**config.mk**
```make
export PLATFORM = sky130hd
export DESIGN_NAME = event_capture_ctrl_flat
export DESIGN_NICKNAME = d
export VERILOG_FILES = /design/src/rtl/event_capture_ctrl_if.sv /design/src/rtl/event_capture_ctrl.sv /design/src/flat_wrapper.sv
export SDC_FILE = /design/constraint.sdc
export NUM_CORES = 1
export LEC_CHECK = 0
export CAP_MARGIN = 20
export CORE_AREA = 2 2 85 104
export CTS_BUF_LIST = sky130_fd_sc_hd__clkbuf_4 sky130_fd_sc_hd__clkbuf_8 sky130_fd_sc_hd__clkbuf_16
export DETAILED_ROUTE_END_ITERATION = 6
export DIE_AREA = 0 0 87 106
export GPL_TIMING_DRIVEN = 0
export PLACE_DENSITY = 0.67
export SLEW_MARGIN = 5
export SYNTH_ARGS = -nofsm -noshare
export SYNTH_HDL_FRONTEND = slang
export SYNTH_SLANG_ARGS = --single-unit
```
**constraint.sdc**
```tcl
create_clock -name clock -period 2.4 [get_ports clock]
set_clock_uncertainty 0.05 [all_clocks]
set_input_delay 0.48 -clock clock [delete_from_list [all_inputs] [get_ports clock]]
set_output_delay 0.48 -clock clock [all_outputs]
set_load 0.01 [all_outputs]
```
**src/rtl/event_capture_ctrl_if.sv**
```systemverilog
// Event capture controller bus: ADC/detector/readout handshakes and status.
interface event_capture_ctrl_if;
    localparam int unsigned CNT_W = 16;

    // Inputs to the controller
    logic             enable;
    logic             adc_count_valid;
    logic             event_detected;
    logic             ack;
    logic             clear_status;

    // Outputs from the controller
    logic             adc_start;
    logic             detector_reset;
    logic             capture_ready;
    logic             busy;
    logic [CNT_W-1:0] event_count;
    logic             missed_event;

    // Controller side
    modport master (
        input  enable,
        input  adc_count_valid,
        input  event_detected,
        input  ack,
        input  clear_status,
        output adc_start,
        output detector_reset,
        output capture_ready,
        output busy,
        output event_count,
        output missed_event
    );

    // Environment side (ADC front end, detector, readout)
    modport slave (
        output enable,
        output adc_count_valid,
        output event_detected,
        output ack,
        output clear_status,
        input  adc_start,
        input  detector_reset,
        input  capture_ready,
        input  busy,
        input  event_count,
        input  missed_event
    );
endinterface

```
**src/rtl/event_capture_ctrl.sv**
```systemverilog
// Event capture controller: paces ADC conversions, arms the event detector,
// collects a fixed number of post-event samples, then waits for readout ack
// and holds the detector in reset for a programmable holdoff period.
module event_capture_ctrl #(
    parameter int unsigned SAMPLE_DIVIDER = 100,
    parameter int unsigned POST_SAMPLES   = 16,
    parameter int unsigned HOLDOFF_CYCLES = 1000
) (
    input logic                  clock,
    input logic                  reset,
    event_capture_ctrl_if.master bus
);
    localparam int unsigned DIV_W  = 16;
    localparam int unsigned POST_W = 8;
    localparam int unsigned HOLD_W = 16;
    localparam int unsigned CNT_W  = 16;

    localparam logic [DIV_W-1:0]  DIV_LAST  = DIV_W'(SAMPLE_DIVIDER - 1);
    localparam logic [POST_W-1:0] POST_LAST = POST_W'(POST_SAMPLES);
    localparam logic [HOLD_W-1:0] HOLD_LAST = HOLD_W'(HOLDOFF_CYCLES - 1);
    localparam logic [CNT_W-1:0]  CNT_MAX   = {CNT_W{1'b1}};

    typedef enum logic [2:0] {
        ST_IDLE     = 3'd0,
        ST_ARMED    = 3'd1,
        ST_POST     = 3'd2,
        ST_WAIT_ACK = 3'd3,
        ST_HOLDOFF  = 3'd4
    } state_t;

    state_t              r_state;
    logic [DIV_W-1:0]    r_div_cnt;
    logic [POST_W-1:0]   r_post_cnt;
    logic [HOLD_W-1:0]   r_hold_cnt;
    logic                r_valid_q;
    logic                r_adc_start;
    logic                r_detector_reset;
    logic                r_capture_ready;
    logic                r_busy;
    logic [CNT_W-1:0]    r_event_count;
    logic                r_missed_event;

    logic                w_sample;
    logic                w_div_wrap;
    logic                w_accept;
    logic                w_missed_set;
    logic [POST_W-1:0]   w_post_inc;
    logic [CNT_W-1:0]    w_event_count_nxt;

    // Sample strobe, divider wrap, event acceptance and saturating count
    always_comb begin
        w_sample          = bus.adc_count_valid & ~r_valid_q;
        w_div_wrap        = (r_div_cnt == DIV_LAST);
        w_post_inc        = r_post_cnt + POST_W'(1);
        w_accept          = bus.enable & bus.event_detected & (r_state == ST_ARMED);
        w_missed_set      = bus.event_detected &
                            ((r_state == ST_POST) || (r_state == ST_WAIT_ACK) ||
                             (r_state == ST_HOLDOFF));
        w_event_count_nxt = r_event_count;
        if (w_accept && (r_event_count != CNT_MAX)) begin
            w_event_count_nxt = r_event_count + CNT_W'(1);
        end
    end

    // Control FSM, conversion divider, capture counters and status registers
    always_ff @(posedge clock) begin
        if (!reset) begin
            r_state          <= ST_IDLE;
            r_div_cnt        <= '0;
            r_post_cnt       <= '0;
            r_hold_cnt       <= '0;
            r_valid_q        <= 1'b0;
            r_adc_start      <= 1'b0;
            r_detector_reset <= 1'b1;
            r_capture_ready  <= 1'b0;
            r_busy           <= 1'b0;
            r_event_count    <= '0;
            r_missed_event   <= 1'b0;
        end else begin
            r_valid_q     <= bus.adc_count_valid;
            r_event_count <= w_event_count_nxt;

            // Sticky miss flag: a set in the same cycle beats a clear
            if (w_missed_set) begin
                r_missed_event <= 1'b1;
            end else if (bus.clear_status) begin
                r_missed_event <= 1'b0;
            end

            if (!bus.enable) begin
                // Disable drops straight back to IDLE from anywhere
                r_state          <= ST_IDLE;
                r_div_cnt        <= '0;
                r_post_cnt       <= '0;
                r_hold_cnt       <= '0;
                r_adc_start      <= 1'b0;
                r_detector_reset <= 1'b1;
                r_capture_ready  <= 1'b0;
                r_busy           <= 1'b0;
            end else begin
                // Divider runs in every enabled state except IDLE
                if (r_state == ST_IDLE) begin
                    r_div_cnt   <= '0;
                    r_adc_start <= 1'b0;
                end else begin
                    r_div_cnt   <= w_div_wrap ? '0 : r_div_cnt + DIV_W'(1);
                    r_adc_start <= w_div_wrap;
                end

                case (r_state)
                    ST_IDLE: begin
                        r_state          <= ST_ARMED;
                        r_detector_reset <= 1'b0;
                        r_busy           <= 1'b0;
                        r_capture_ready  <= 1'b0;
                    end
                    ST_ARMED: begin
                        if (bus.event_detected) begin
                            r_state    <= ST_POST;
                            r_post_cnt <= '0;
                            r_busy     <= 1'b1;
                        end
                    end
                    ST_POST: begin
                        if (w_sample) begin
                            r_post_cnt <= w_post_inc;
                            if (w_post_inc == POST_LAST) begin
                                r_state         <= ST_WAIT_ACK;
                                r_capture_ready <= 1'b1;
                            end
                        end
                    end
                    ST_WAIT_ACK: begin
                        if (bus.ack) begin
                            r_state          <= ST_HOLDOFF;
                            r_capture_ready  <= 1'b0;
                            r_detector_reset <= 1'b1;
                            r_hold_cnt       <= '0;
                        end
                    end
                    ST_HOLDOFF: begin
                        if (r_hold_cnt == HOLD_LAST) begin
                            r_state          <= ST_ARMED;
                            r_detector_reset <= 1'b0;
                            r_busy           <= 1'b0;
                            r_hold_cnt       <= '0;
                        end else begin
                            r_hold_cnt <= r_hold_cnt + HOLD_W'(1);
                        end
                    end
                    default: begin
                        r_state          <= ST_IDLE;
                        r_detector_reset <= 1'b1;
                        r_capture_ready  <= 1'b0;
                        r_busy           <= 1'b0;
                    end
                endcase
            end
        end
    end

    // Registered outputs onto the bus
    assign bus.adc_start      = r_adc_start;
    assign bus.detector_reset = r_detector_reset;
    assign bus.capture_ready  = r_capture_ready;
    assign bus.busy           = r_busy;
    assign bus.event_count    = r_event_count;
    assign bus.missed_event   = r_missed_event;

endmodule
```
**src/flat_wrapper.sv**
```systemverilog
// flat-port wrapper written by rule: the top's interface ports become plain ports
module event_capture_ctrl_flat 
#(
    parameter int unsigned SAMPLE_DIVIDER = 100,
    parameter int unsigned POST_SAMPLES   = 16,
    parameter int unsigned HOLDOFF_CYCLES = 1000
)
  (clock, reset, bus_enable, bus_adc_count_valid, bus_event_detected, bus_ack, bus_clear_status, bus_adc_start, bus_detector_reset, bus_capture_ready, bus_busy, bus_event_count, bus_missed_event);
  event_capture_ctrl_if bus_i ();
  input logic clock;
  input logic reset;
  input wire logic [$bits(bus_i.enable)-1:0] bus_enable;
  input wire logic [$bits(bus_i.adc_count_valid)-1:0] bus_adc_count_valid;
  input wire logic [$bits(bus_i.event_detected)-1:0] bus_event_detected;
  input wire logic [$bits(bus_i.ack)-1:0] bus_ack;
  input wire logic [$bits(bus_i.clear_status)-1:0] bus_clear_status;
  output wire logic [$bits(bus_i.adc_start)-1:0] bus_adc_start;
  output wire logic [$bits(bus_i.detector_reset)-1:0] bus_detector_reset;
  output wire logic [$bits(bus_i.capture_ready)-1:0] bus_capture_ready;
  output wire logic [$bits(bus_i.busy)-1:0] bus_busy;
  output wire logic [$bits(bus_i.event_count)-1:0] bus_event_count;
  output wire logic [$bits(bus_i.missed_event)-1:0] bus_missed_event;
  assign bus_i.enable = bus_enable;
  assign bus_i.adc_count_valid = bus_adc_count_valid;
  assign bus_i.event_detected = bus_event_detected;
  assign bus_i.ack = bus_ack;
  assign bus_i.clear_status = bus_clear_status;
  assign bus_adc_start = bus_i.adc_start;
  assign bus_detector_reset = bus_i.detector_reset;
  assign bus_capture_ready = bus_i.capture_ready;
  assign bus_busy = bus_i.busy;
  assign bus_event_count = bus_i.event_count;
  assign bus_missed_event = bus_i.missed_event;
  event_capture_ctrl #(.SAMPLE_DIVIDER(SAMPLE_DIVIDER), .POST_SAMPLES(POST_SAMPLES), .HOLDOFF_CYCLES(HOLDOFF_CYCLES)) u_core (.clock(clock), .reset(reset), .bus(bus_i));
endmodule
```
### Word level (Yosys, flattened, before mapping)

Index checks and enable logic that the tools add are counted.

* register bits: 65
* input bits: 7
* output and inout bits: 21
* word-level logic and storage cells: 80

* add/sub/neg operators: 4
* equal/unequal tests: 13
* multiplexer cells: 23
* bitwise operators: 10
* reduce and logical (&&, ||, !) cells: 19

Operators by type and width (count)
* 16-bit by 1-bit adder with 16-bit output (second input constant): 3
* 16-bit two-way mux: 2
* 16-bit case mux with 2 select lines: 1
* 16-bit by 10-bit equality test with 1-bit output (second input constant): 1
* 16-bit by 7-bit equality test with 1-bit output (second input constant): 1
* 8-bit two-way mux: 2
* 16-bit != test (second input constant): 1
* 8-bit case mux with 2 select lines: 1
* 3-bit two-way mux: 5
* 3-bit case mux with 5 select lines: 1
* 3-bit AND reduction: 3
* 8-bit by 1-bit adder with 8-bit output (second input constant): 1
* 8-bit by 5-bit equality test with 1-bit output (second input constant): 1
* 1-bit two-way mux: 8
* 2-bit != test (second input constant): 4
* 3-bit by 2-bit equality test with 1-bit output (second input constant): 2
* 1-bit inverter: 6
* 1-bit case mux with 3 select lines: 2
* 2-bit nonzero test: 3
* 2-bit OR reduction: 3
* 5-bit AND reduction: 1
* 1-bit bitwise AND: 4
* 1-bit case mux with 4 select lines: 1
* 2-bit AND reduction: 2
* 9 further kinds: 10

### Depth between registers and ports, before layout

* depth after elaboration: 5
* gate-level depth with buffers: 7

### Least setup slack after synthesis

OpenSTA, ideal clock, no wires.

* path type: flip-flop to flip-flop
* start point: register u_core.r_hold_cnt[10]
* end point: register u_core.r_hold_cnt[3]
* setup time: 117 ps
* arrival: 1734 ps
* required time: 2233 ps
* slack: 499 ps
* cell stages (with the launch flop): 7
* path buffers: 2
* clock period less this slack: 1901 ps
* cells stage by stage: dfxtp_1 buf_6 or4_4 nor4_4 nor3_2 buf_6 a22o_1

* cells in the longest elaborated chain, start to end: 3

RTL lines
* from (decl): line event_capture_ctrl.sv:34 `logic [HOLD_W-1:0] r_hold_cnt;`
* from (signal assigned): line event_capture_ctrl.sv:148 `r_hold_cnt <= r_hold_cnt + HOLD_W'(1);`
* 16-bit by 10-bit equality test with 1-bit output: line event_capture_ctrl.sv:142 `if (r_hold_cnt == HOLD_LAST) begin`
* 16-bit two-way mux: line event_capture_ctrl.sv:142
* 16-bit case mux with 2 select lines: line event_capture_ctrl.sv:110 `case (r_state)`

Every way passes these cells.
A chain may end at the register's enable or synchronous reset.

### Worst setup path in the final report

* start point: input port bus_event_detected
* end point: register u_core.r_event_count[15], in the netlist u_core.bus.event_count[15]

* cells in the longest elaborated chain, start to end: 3

RTL lines
* from (decl): line flat_wrapper.sv:14 `input wire logic [$bits(bus_i.event_detected)-1:0] bus_event_detected;`
* 1-bit bitwise AND (2 in series): line event_capture_ctrl.sv:55 `w_accept = bus.enable & bus.event_detected & (r_state == ST_ARMED);`
* 1-bit logical AND: line event_capture_ctrl.sv:60 `if (w_accept && (r_event_count != CNT_MAX)) begin`
* to (signal assigned): line event_capture_ctrl.sv:81 `r_event_count <= w_event_count_nxt;`
* to (decl): line event_capture_ctrl.sv:40 `logic [CNT_W-1:0] r_event_count;`

Every way passes these cells.

==> summary.md <==
| Metric | Value |
|---|---|
| Status | `complete, no violations` |
| Worst path required time | `2570 ps` |
| Netlist cell types | `48` |
| Post-synth EDFFs | `0` |
| Final Setup Violations | `0` |
| Max clock buf depth | `2` |
| Post-synthesis mux area share | `0.00311` |
| Crit path DAT | `2380 ps` |
| 1st-iter DRT viols | `174` |
| H-Tree Depth | `3` |
| Compound-cell area share of the yosys netlist | `0.158` |
| Synth Area in Simple Gates | `0.322` |
| Vias in the first global route | `2835` |
| Num CTS Buffers | `9` |
| Clock transition at path regs | `70 ps` |
| Worst path slowest cell | `nor4_1` |
| Initial antenna violation count | `0` |
| GR Util All Layers | `0.162` |
| Leakage | `1.30 nW` |
| Post-DP Area | `0.00361 mm^2` |
| CTS sink count | `65` |
| Least-Margin Pin Slew | `840 ps` |
| Crit path largest cell delay | `700 ps` |
| Antenna diode count | `0` |
| Placed cell count | `524` |
| Vert. Die Dim | `106 um` |
| Startpoint Class | `input port` |
| Site Rows | `37` |
| Drt pass-1 iters | `5` |
| CP max FO | `6` |
| IO Port Bufs | `27` |
| Nets@finish | `449` |
| Min Tclk post-route | `2200 ps` |
| Syn nets | `411` |
| Area Growth Syn to Fin | `19.2%` |
| Hold Path Class | `register to register` |
| Final instance area | `0.00384 mm^2` |
| Synth Area in XOR/XNOR | `0.0599` |
| Top Ports | `28` |
| DRT antenna net count | `0` |
| Sum Neg Setup Slack | `0 ps` |
| PD cells | `578 mW/mm^2` |
| Full die area | `0.00922 mm^2` |
| CP Cell Sequence | `clkdlybuf4s50_1, nand3b_1, nor4_1, nand4bb_1, xor2_1, nor2_1` |
| Main combinational cell family by area after synthesis | `simple AND/OR/NAND/NOR gates` |
| CTS Hold Buffers Added | `0` |
| Crit. End Element | `register` |
| First-pass GRT wire length | `12300 um` |
| Starting Density | `0.388` |
| Mapped cell area | `0.00322 mm^2` |
| Placer Congestion | `0.879` |
| Post-cts gate resize count | `0` |
| Synth async-reset ratio | `0` |
| Crit path kind | `input port to register` |
| Remaining DRCs | `0` |
| Yosys warning count | `0` |
| Final period util | `0.918` |
| Post-synthesis register bit count | `65` |
| Total power | `0.00222 W` |
| WHS | `420 ps` |
| Post-CTS Setup Inserts | `0` |
| Sequential share of the synthesized area | `0.404` |
| Syn_area_per_cell | `8.05 um^2` |
| Clk Latency, worst-skew pair | `350 ps` |
| Drt total wl | `7030 um` |
| Via density | `5.56` |
| Global route total overflow | `0` |
| Final max-slew violation count | `0` |
| Clock root cell | `clkbuf_8` |
| CORE AREA | `0.00829 mm^2` |
| TritonCTS clock tree | `built` |
| Share of layout cells above drive strength 1 | `0.0609` |
| Synthesized instance count | `400` |
| Final HPWL DP | `5040 um` |
| Routed len/inst | `13.0 um` |
| RSZ-0062 raised after global routing | `no` |
| DR vias | `3000` |
| Worst slew margin | `0.435` |
| Adder-Cell Fraction of Synth Area | `0.0156` |
| Die extent in x | `87 um` |
| Largest net degree at the start of global routing | `13` |
| Final std cells w/o fill | `540` |
| Achievable Freq | `454 MHz` |
| Dominant synthesized flop cell | `dfxtp_1` |
| Peak supply drop | `0.521 mV` |
| Final hold violations | `0` |
| Max-cap violations | `0` |
==> path summary, 6_finish.rpt <==
kind | from | endpoint | slack [ps] | cells past startpoint
setup / recovery | bus_event_detected | u_core.bus.event_count[15]$_SDFFE_PN0P_ | 200 | 6
hold / removal | u_core.r_div_cnt[0]$_SDFF_PP0_ | u_core.r_div_cnt[0]$_SDFF_PP0_ | 420 | 1
setup reg to reg | u_core.r_hold_cnt[10]$_SDFFE_PN0P_ | u_core.r_hold_cnt[11]$_SDFFE_PN0P_ | 310 | 7
hold reg to reg | u_core.r_div_cnt[0]$_SDFF_PP0_ | u_core.r_div_cnt[0]$_SDFF_PP0_ | 420 | 1
==> metrics by stage <==
step,util,setup WS (ps)
floorplan,-,499
global placement,0.436,-185
detailed placement,0.436,-155
CTS,0.463,201
global route,0.463,17.7
finish,0.463,196
==> placed cells by master (no fill, tap or decap), types with 11 or more instances in the layout <==
master and count:
o21ai_0 19, nand4_1 11, a31oi_1 14, nand2_1 31
clkdlybuf4s50_1 27, nand3_1 30, nor2_1 59, a21oi_1 35
xor2_1 13, dfxtp_1 65
==> final cells by class <==
type                            count  area, um^2
Buffer                             15        81.3
Clock buffer                       10         138
Clock inverter                      6        90.1
Fill cell                         810        4450
Inverter                           10        37.5
Multi-Input combinational cell    310        1800
Sequential cell                    65        1300
Tap cell                           97         121
Timing Repair Buffer               27         270
==> cells in the mapped netlist, types with 4 or more instances <==
master,number,area share
ha_1,4,0.016
o21ai_0,19,0.030
a31oi_1,14,0.027
nor3b_1,7,0.016
inv_1,10,0.012
xor2_1,13,0.035
nor4_1,5,0.0097
xnor2_1,9,0.024
nand3b_1,4,0.0093
clkbuf_1,10,0.012
and4_1,6,0.016
a21oi_1,35,0.054
and3_1,7,0.014
or4_1,4,0.0093
nand4_1,11,0.021
nand3_1,30,0.047
or3_1,5,0.0097
nand2_1,31,0.036
dfxtp_1,65,0.40
nor3_1,8,0.012
nor2_1,59,0.069
nor2b_1,5,0.0097
==> flip-flops by register name, indices dropped and copies added, names as in the netlist <==
signal,count
u_core.bus.detector_reset,1
u_core.r_div_cnt,16
u_core.r_state,3
u_core.bus.capture_ready,1
u_core.bus.adc_start,1
u_core.r_post_cnt,8
u_core.bus.busy,1
u_core.r_valid_q,1
u_core.bus.event_count,16
u_core.r_hold_cnt,16
u_core.bus.missed_event,1
==> where the power goes <==
group	switching (W)	total, W	internal [W]
Sequential	0.00000526	0.00109	0.00108
Combinational	0.0000468	0.0000765	0.0000297
Clock	0.000435	0.00105	0.000616
Total	0.000487	0.00222	0.00173
==> worst max-delay path: cells and delay by family <==
kind | cells | cell delay [ps]
simple gates | 4 | 1120
buf+inv | 1 | 600
xor+xnor | 1 | 180
==> cell families after synthesis <==
kind of cell,count (synthesis)
buffers and inverters,25
XOR/XNOR,22
multiplexers,1
flip-flops,65
AO/OA/AOI/OAI,86
adder cells (fa/ha/maj),4
AND/OR/NAND/NOR,197
==> routing by layer <==
layer | part of all wire | vias up | global-route usage
li1 | - | 1523 | -
met1 | 0.45 | 1397 | 0.202
met2 | 0.49 | 66 | 0.269
met3 | 0.032 | 14 | 0.0373
met4 | 0.022 | 0 | 0.0625
met5 | 0 | - | 0
(Power assumes the default switching activity.)
